## config.mk

```make
export PLATFORM = sky130hd
export DESIGN_NAME = etapa_ex_mem_flat
export DESIGN_NICKNAME = d
export VERILOG_FILES = /design/src/rtl/etapa_ex_mem_if.sv /design/src/rtl/etapa_ex_mem.sv /design/src/flat_wrapper.sv
export SDC_FILE = /design/constraint.sdc
export NUM_CORES = 1
export LEC_CHECK = 0
export ABC_AREA = 1
export CAP_MARGIN = 20
export CORE_ASPECT_RATIO = 1.2
export CORE_MARGIN = 2
export CORE_UTILIZATION = 39
export CTS_BUF_LIST = sky130_fd_sc_hd__clkbuf_16
export CTS_CLUSTER_DIAMETER = 80
export DETAILED_ROUTE_END_ITERATION = 8
export PLACE_DENSITY = 0.95
export SETUP_SLACK_MARGIN = 0.02
export SLEW_MARGIN = 40
export SYNTH_ARGS = -nofsm -noshare
export SYNTH_HDL_FRONTEND = slang
export SYNTH_SLANG_ARGS = --single-unit
```

## constraint.sdc

```tcl
create_clock -name clk -period 1.6 [get_ports clk]
set_input_delay 0.24 -clock clk [delete_from_list [all_inputs] [get_ports clk]]
set_output_delay 0.24 -clock clk [all_outputs]
set_load 0.02 [all_outputs]
```

## src/rtl/etapa_ex_mem_if.sv

```systemverilog
// etapa_ex_mem_if
// Handshake and data bundle between the execute stage and the memory stage.
//   ex_*   : instruction presented by the execute stage (ex_listo back to it)
//   flush  : squash of the execute-stage instruction
//   mem_*  : registered instruction offered to the memory stage (mem_listo back)
// Modports:
//   master : producer/consumer side (execute stage + memory stage, or a bench)
//   slave  : the etapa_ex_mem pipeline register
interface etapa_ex_mem_if #(
    parameter int unsigned N    = 32,
    parameter int unsigned RD_W = 4
);
    logic            ex_valido;
    logic            ex_listo;
    logic [N-1:0]    ex_C;
    logic [3:0]      ex_banderas;
    logic            ex_actBanderas;
    logic [2:0]      ex_cond;
    logic [RD_W-1:0] ex_rd;
    logic            ex_escribeReg;
    logic            flush;
    logic            mem_valido;
    logic            mem_listo;
    logic [N-1:0]    mem_C;
    logic [RD_W-1:0] mem_rd;
    logic            mem_escribeReg;
    logic            mem_ejecutada;

    modport master (
        output ex_valido, ex_C, ex_banderas, ex_actBanderas, ex_cond, ex_rd,
               ex_escribeReg, flush, mem_listo,
        input  ex_listo, mem_valido, mem_C, mem_rd, mem_escribeReg, mem_ejecutada
    );

    modport slave (
        input  ex_valido, ex_C, ex_banderas, ex_actBanderas, ex_cond, ex_rd,
               ex_escribeReg, flush, mem_listo,
        output ex_listo, mem_valido, mem_C, mem_rd, mem_escribeReg, mem_ejecutada
    );
endinterface

```

## src/rtl/etapa_ex_mem.sv

```systemverilog
// etapa_ex_mem
// EX/MEM pipeline register plus the architectural flag register {N, Z, V, C}.
// Each instruction's condition code is evaluated against the committed flags;
// failed-condition instructions still travel down the pipe, but with
// mem_escribeReg=0 / mem_ejecutada=0, no flag write, and they bump a
// saturating counter.
// Ports:
//   clk            : clock, rising edge
//   rst            : synchronous, active-low reset
//   bus            : etapa_ex_mem_if.slave (ex_* in, mem_* out, flush)
//   banderas       : committed {N, Z, V, C}
//   cond_ok        : combinational condition result for bus.ex_cond
//   cuentaAnuladas : saturating count of condition-failed instructions
// Configuration macro: COND_EXEC_EN (defined = conditional execution;
// undefined = every instruction executes, counter fixed at 0).
module etapa_ex_mem #(
    parameter int unsigned N    = 32,
    parameter int unsigned RD_W = 4
) (
    input  logic                clk,
    input  logic                rst,
    etapa_ex_mem_if.slave       bus,
    output logic [3:0]          banderas,
    output logic                cond_ok,
    output logic [15:0]         cuentaAnuladas
);
    logic transfer;

    // Depends only on registered state and mem_listo, never on ex_valido.
    assign bus.ex_listo = !bus.mem_valido || bus.mem_listo;
    assign transfer     = bus.ex_valido && bus.ex_listo && !bus.flush;

`ifdef COND_EXEC_EN
    logic fN, fZ, fV, fC;
    assign {fN, fZ, fV, fC} = banderas;

    always_comb begin
        cond_ok = 1'b1;
        case (bus.ex_cond)
            3'b000:  cond_ok = 1'b1;
            3'b001:  cond_ok = fZ;
            3'b010:  cond_ok = !fZ;
            3'b011:  cond_ok = (fN != fV);
            3'b100:  cond_ok = (fN == fV);
            3'b101:  cond_ok = !fZ && (fN == fV);
            3'b110:  cond_ok = fZ || (fN != fV);
            default: cond_ok = fC;
        endcase
    end

    always_ff @(posedge clk) begin
        if (!rst) begin
            cuentaAnuladas <= '0;
        end else if (transfer && !cond_ok && (cuentaAnuladas != '1)) begin
            cuentaAnuladas <= cuentaAnuladas + 16'd1;
        end
    end
`else
    logic unusedCond;
    assign unusedCond     = ^bus.ex_cond;
    assign cond_ok        = 1'b1;
    assign cuentaAnuladas = '0;
`endif

    always_ff @(posedge clk) begin
        if (!rst) begin
            bus.mem_valido     <= 1'b0;
            bus.mem_C          <= '0;
            bus.mem_rd         <= '0;
            bus.mem_escribeReg <= 1'b0;
            bus.mem_ejecutada  <= 1'b0;
            banderas           <= '0;
        end else if (bus.flush) begin
            bus.mem_valido <= 1'b0;
        end else if (transfer) begin
            bus.mem_valido     <= 1'b1;
            bus.mem_C          <= bus.ex_C;
            bus.mem_rd         <= bus.ex_rd;
            bus.mem_escribeReg <= bus.ex_escribeReg && cond_ok;
            bus.mem_ejecutada  <= cond_ok;
            if (bus.ex_actBanderas && cond_ok) begin
                banderas <= bus.ex_banderas;
            end
        end else if (bus.mem_valido && bus.mem_listo) begin
            bus.mem_valido <= 1'b0;
        end
    end
endmodule

```

## src/flat_wrapper.sv

```systemverilog
// flat-port wrapper written by rule: the top's interface ports become plain ports
module etapa_ex_mem_flat 
#(
    parameter int unsigned N    = 32,
    parameter int unsigned RD_W = 4
)
  (clk, rst, banderas, cond_ok, cuentaAnuladas, bus_ex_valido, bus_ex_C, bus_ex_banderas, bus_ex_actBanderas, bus_ex_cond, bus_ex_rd, bus_ex_escribeReg, bus_flush, bus_mem_listo, bus_ex_listo, bus_mem_valido, bus_mem_C, bus_mem_rd, bus_mem_escribeReg, bus_mem_ejecutada);
  etapa_ex_mem_if #(.N(N), .RD_W(RD_W)) bus_i ();
  input  logic clk;
  input  logic rst;
  output logic [3:0] banderas;
  output logic cond_ok;
  output logic [15:0] cuentaAnuladas;
  input wire logic [$bits(bus_i.ex_valido)-1:0] bus_ex_valido;
  input wire logic [$bits(bus_i.ex_C)-1:0] bus_ex_C;
  input wire logic [$bits(bus_i.ex_banderas)-1:0] bus_ex_banderas;
  input wire logic [$bits(bus_i.ex_actBanderas)-1:0] bus_ex_actBanderas;
  input wire logic [$bits(bus_i.ex_cond)-1:0] bus_ex_cond;
  input wire logic [$bits(bus_i.ex_rd)-1:0] bus_ex_rd;
  input wire logic [$bits(bus_i.ex_escribeReg)-1:0] bus_ex_escribeReg;
  input wire logic [$bits(bus_i.flush)-1:0] bus_flush;
  input wire logic [$bits(bus_i.mem_listo)-1:0] bus_mem_listo;
  output wire logic [$bits(bus_i.ex_listo)-1:0] bus_ex_listo;
  output wire logic [$bits(bus_i.mem_valido)-1:0] bus_mem_valido;
  output wire logic [$bits(bus_i.mem_C)-1:0] bus_mem_C;
  output wire logic [$bits(bus_i.mem_rd)-1:0] bus_mem_rd;
  output wire logic [$bits(bus_i.mem_escribeReg)-1:0] bus_mem_escribeReg;
  output wire logic [$bits(bus_i.mem_ejecutada)-1:0] bus_mem_ejecutada;
  assign bus_i.ex_valido = bus_ex_valido;
  assign bus_i.ex_C = bus_ex_C;
  assign bus_i.ex_banderas = bus_ex_banderas;
  assign bus_i.ex_actBanderas = bus_ex_actBanderas;
  assign bus_i.ex_cond = bus_ex_cond;
  assign bus_i.ex_rd = bus_ex_rd;
  assign bus_i.ex_escribeReg = bus_ex_escribeReg;
  assign bus_i.flush = bus_flush;
  assign bus_i.mem_listo = bus_mem_listo;
  assign bus_ex_listo = bus_i.ex_listo;
  assign bus_mem_valido = bus_i.mem_valido;
  assign bus_mem_C = bus_i.mem_C;
  assign bus_mem_rd = bus_i.mem_rd;
  assign bus_mem_escribeReg = bus_i.mem_escribeReg;
  assign bus_mem_ejecutada = bus_i.mem_ejecutada;
  etapa_ex_mem #(.N(N), .RD_W(RD_W)) u_core (.clk(clk), .rst(rst), .bus(bus_i), .banderas(banderas), .cond_ok(cond_ok), .cuentaAnuladas(cuentaAnuladas));
endmodule
```

# Word level (Yosys, flattened, before mapping)
# Cells that the tools add are included.
[word_totals] ff_bits=43 input_bits=50 out_inout_bits=61 elab_cells=20
[op_classes] n_mux=2 n_bitwise=2 reduce_logical=10
[op_table] cell="$logic_and 1x1->1" n=3
[op_table] cell="$reduce_and 3->1" n=1
[op_table] cell="$logic_not 1->1" n=2
[op_table] cell="$mux 1" n=2
[op_table] cell="$not 1->1" n=2
[op_table] cell="$reduce_and 2->1" n=1
[op_table] cell="$reduce_bool 2->1" n=1
[op_table] cell="$reduce_or 2->1" n=1
[op_table] cell="$logic_or 1x1->1" n=1

# Logic depth before layout (Yosys ltp)
[logic_depth] ltp_word=5 mapped_depth=7 depth_no_buf=6

# Least setup slack after synthesis
# OpenSTA, ideal clock, no wires.
[synth_timing] kind="register to register" startpoint="register u_core.bus.mem_valido" endpoint="register u_core.bus.mem_C[0]" setup_time_ns=0.070 t_arrival_ns=1.082 required_time_ns=1.530 setup_slack_ns=0.448 path_stages_with_launch=7 n_path_buf=2 synth_period_minus_slack_ns=1.152 path_cell_list="dfxtp_1 > nand2_2 > nand2_1 > buf_4 > buf_6 > nand2_1 > a21oi_1"
[synth_via] elab_chain_len=5
[synth_rtl] element="start, declared" line_no="etapa_ex_mem_if.sv:38" rtl="output ex_listo, mem_valido, mem_C, mem_rd, mem_escribeReg, mem_ejecutada"
[synth_rtl] element="start signal, assigned" line_no="etapa_ex_mem.sv:67" rtl="bus.mem_valido <= 1'b0;"
[synth_rtl] element="start signal, assigned" line_no="etapa_ex_mem.sv:74" rtl="bus.mem_valido <= 1'b0;"
[synth_rtl] element="start signal, assigned" line_no="etapa_ex_mem.sv:76" rtl="bus.mem_valido <= 1'b1;"
[synth_rtl] element="$logic_not 1->1" line_no="etapa_ex_mem.sv:30" rtl="assign bus.ex_listo = !bus.mem_valido || bus.mem_listo;"
[synth_rtl] element="$logic_or 1x1->1" line_no="etapa_ex_mem.sv:30"
[synth_rtl] element="$logic_and 1x1->1 (2 in a row)" line_no="etapa_ex_mem.sv:31" rtl="assign transfer = bus.ex_valido && bus.ex_listo && !bus.flush;"
[synth_rtl] element="$reduce_and 2->1 (no source line)"
[synth_rtl] element="end signal, assigned" line_no="etapa_ex_mem.sv:77" rtl="bus.mem_C <= bus.ex_C;"
[synth_rtl] element="end, declared" line_no="etapa_ex_mem_if.sv:38"
# Every way passes these cells.
# A chain may end at the register's enable or synchronous reset.

# Final worst setup path
[layout_timing] startpoint="register u_core.bus.mem_valido" endpoint="output bus_mem_valido"
[layout_rtl] element="end, declared" line_no="flat_wrapper.sv:24" rtl="output wire logic [$bits(bus_i.mem_valido)-1:0] bus_mem_valido;"
# No word-level cell between the ends.

==> flow_metrics.env <==
export IMPL_drive_gt1_share_pct=5.696
export IMPL_skew_ns=0.001747
export IMPL_post_cts_buffers=0
export IMPL_maxCapViolations=0
export IMPL_switching_share_pct=24.67
export IMPL_clock_sinks=43
export IMPL_p_switching_uw=632.2
export IMPL_ys_seq_area_share_pct=48.73
export IMPL_cts_made_buffers=5
export IMPL_finalWeightedCongestion=0.7235
export IMPL_path_cells="clkdlybuf4s50_1"
export IMPL_fill_cells=373
export IMPL_clkLatencyLatePin_ns=0.27
export IMPL_wirelength_um=4442
export IMPL_grt_total_usage_pct=17.57
export IMPL_crit_family="buffers and inverters"
export IMPL_finalHoldViolCount=0
export IMPL_status="finished, final reports clean"
export IMPL_p_clk_share_pct=36.6
export IMPL_num_io_pins=111
export IMPL_cts_hold_buf=0
export IMPL_die_w_um=65.44
export IMPL_fin_crit_ns=1.487
export IMPL_detail_route_vias_per_cell=4.731
export IMPL_preCtsSetupSlack_ns=-0.1499
export IMPL_start_util_pct=41.14
export IMPL_dp_hpwl_um=3247
export IMPL_io_buffer_count=90
export IMPL_power_frac_comb_pct=18.6
export IMPL_worstSetupPathType="flop to output pin"
export IMPL_fp_dieH_um=77.73
export IMPL_final_cell_mix="89 x clkdlybuf4s50_1, 46 x nand2_1, 43 x dfxtp_1"
export IMPL_worst_ep_required_time_ns=1.36
export IMPL_num_rows=26
export IMPL_setup_ws_ns=0.1135
export IMPL_internal_power_mw=1.930
export IMPL_synth_avg_cell_area_um2=7.783
export IMPL_critPathMaxStageDelay_ns=0.63
export IMPL_gr_max_usage_layer="met2"
export IMPL_vias=1760
export IMPL_grt_max_degree=24
export IMPL_synth_seq_cells=43
export IMPL_cts_tree="done"
export IMPL_cp_arrival_ns=1.25
export IMPL_synth_area_um2=1767
export IMPL_power_per_cell_area_nw_per_um2=916.0
export IMPL_use_met1_pct=19.14
export IMPL_synthArstFlopShare_pct=0
export IMPL_ant_nets=0
export IMPL_synthToLayoutAreaGrowth_pct=58.36
export IMPL_period_share_pct=92.91
export IMPL_grt_first_pass_wirelength_um=7196
export IMPL_peakVddDrop_uv=702.3
export IMPL_worstSetupStartpointType="flop"
export IMPL_leakagePower_nw=1.088
export IMPL_synth_edf_count=0
export IMPL_use_met3_pct=5.507
export IMPL_r2r_setup_slack_ns=0.34
export IMPL_final_util_pct=65.15
export IMPL_core_um2=4294
export IMPL_crit_buf_inv=1
export IMPL_crit_fanout=2
export IMPL_cts_resized=1
export IMPL_antenna_found_initial=0
export IMPL_ys_flop_type="dfxtp_1"
export IMPL_fin_nets=365
export IMPL_cts_root_buf="clkbuf_16"
export IMPL_drt_pre_antenna_iters=4
export IMPL_grtUsageMet2_pct=32.76
export IMPL_total_power_mw=2.563
export IMPL_seqPwrFrac_pct=44.9
export IMPL_yosysWarnings=0
export IMPL_hold_path_class="flop to flop"
export IMPL_drc=0
export IMPL_grt_setup_unrepaired="false"
export IMPL_antenna_cells=0
export IMPL_htree_levels=2
export IMPL_grt_pass1_vias=1657
export IMPL_finalSetupViolCount=0
export IMPL_slowest_stage="clkdlybuf4s50_1"
export IMPL_cts_buffer_depth=2
export IMPL_fin_cells=372
export IMPL_dp_cells=364
export IMPL_die_area_um2=5087
export IMPL_synth_cell_types=16
export IMPL_clk_pin_slew_ns=0.06
export IMPL_drv_slew=0
export IMPL_drtIter0Drc=74
export IMPL_grt_ovfl_total=0
export IMPL_synthCells=227
export IMPL_final_common_cell="clkdlybuf4s50_1"
export IMPL_end_kind="output pin"
export IMPL_wire_per_inst_um=11.94
export IMPL_max_freq_mhz=672.7
==> power groups by stage <==
stage	sequential, mW	combinational (mW)	clock, mW
global route	1.15	0.513	1.02
CTS	1.15	0.478	0.967
finish	1.15	0.477	0.937
detailed placement	1.17	0.477	0
floorplan	1.23	0.196	0
global placement	1.17	0.469	0
==> kinds of logic after synthesis <==
| kind of cell | after synthesis | share of synthesized area, % |
|---|---|---|
| other | 2 | 0.4251 |
| and+or+nand+nor | 94 | 23.80 |
| DFF | 43 | 48.73 |
| buffers and inverters | 49 | 15.86 |
| AOI/OAI and AO/OA | 39 | 11.19 |
==> flip-flops by register name (all words and copies together), names as in the netlist <==
register,flops
u_core.bus.mem_C,32
u_core.banderas,4
u_core.bus.mem_rd,4
u_core.bus.mem_ejecutada,1
u_core.bus.mem_escribeReg,1
u_core.bus.mem_valido,1
==> stage by stage <==
step / hold WS [ns] / cell area [um2] / setup TNS, ns
global route: 0.4690 / 2798 / 0
global placement: 0.4366 / 2654 / -2.516
CTS: 0.4527 / 2794 / 0
detailed placement: 0.4437 / 2654 / -3.951
floorplan: 0.3185 / 1823 / 0
finish: 0.4489 / 2798 / 0
==> cell usage after synthesis (2+ instances only) <==
master | instances | area [um2]
nand4_1 | 4 | 25.02
inv_1 | 15 | 56.30
buf_6 | 2 | 22.52
buf_4 | 18 | 135.1
nor2_1 | 4 | 15.01
conb_1 | 2 | 7.510
nand2_1 | 46 | 172.7
clkbuf_1 | 2 | 7.510
a21oi_1 | 38 | 190.2
nand3_1 | 38 | 190.2
dfxtp_1 | 43 | 860.8
buf_2 | 11 | 55.05
==> cell type report <==
| cell class | instances | area, um2 | share of cell area [%] |
|---|---|---|---|
| repair buffers | 99 | 983.4 | 35.15 |
| flip-flops and latches | 43 | 860.8 | 30.77 |
| multi-input cells | 150 | 681.9 | 24.37 |
| clock buffers | 5 | 125.1 | 4.472 |
| well taps | 56 | 70.07 | 2.504 |
| inverters | 16 | 60.06 | 2.147 |
| clock inverters | 3 | 16.27 | 0.5814 |
==> path summary, 6_finish.rpt <==
| check | from | end | depth (start not counted) |
|---|---|---|---|
| setup / recovery | u_core.bus.mem_valido$_SDFFE_PP0P_ | bus_mem_valido | 1 |
| hold / removal | u_core.bus.mem_ejecutada$_SDFFE_PN0P_ | u_core.bus.mem_ejecutada$_SDFFE_PN0P_ | 2 |
| setup reg to reg | u_core.bus.mem_valido$_SDFFE_PP0P_ | u_core.bus.mem_C[13]$_SDFFE_PN0P_ | 6 |
| hold reg to reg | u_core.bus.mem_ejecutada$_SDFFE_PN0P_ | u_core.bus.mem_ejecutada$_SDFFE_PN0P_ | 2 |
==> routing by layer <==
layer	vias to the layer above	part of all wire [%]
met2	75	51
met5	-	0
li1	882	-
met1	801	41
met4	0	0.38
met3	2	8.2
No activity file was read; power rests on OpenSTA's default activity.
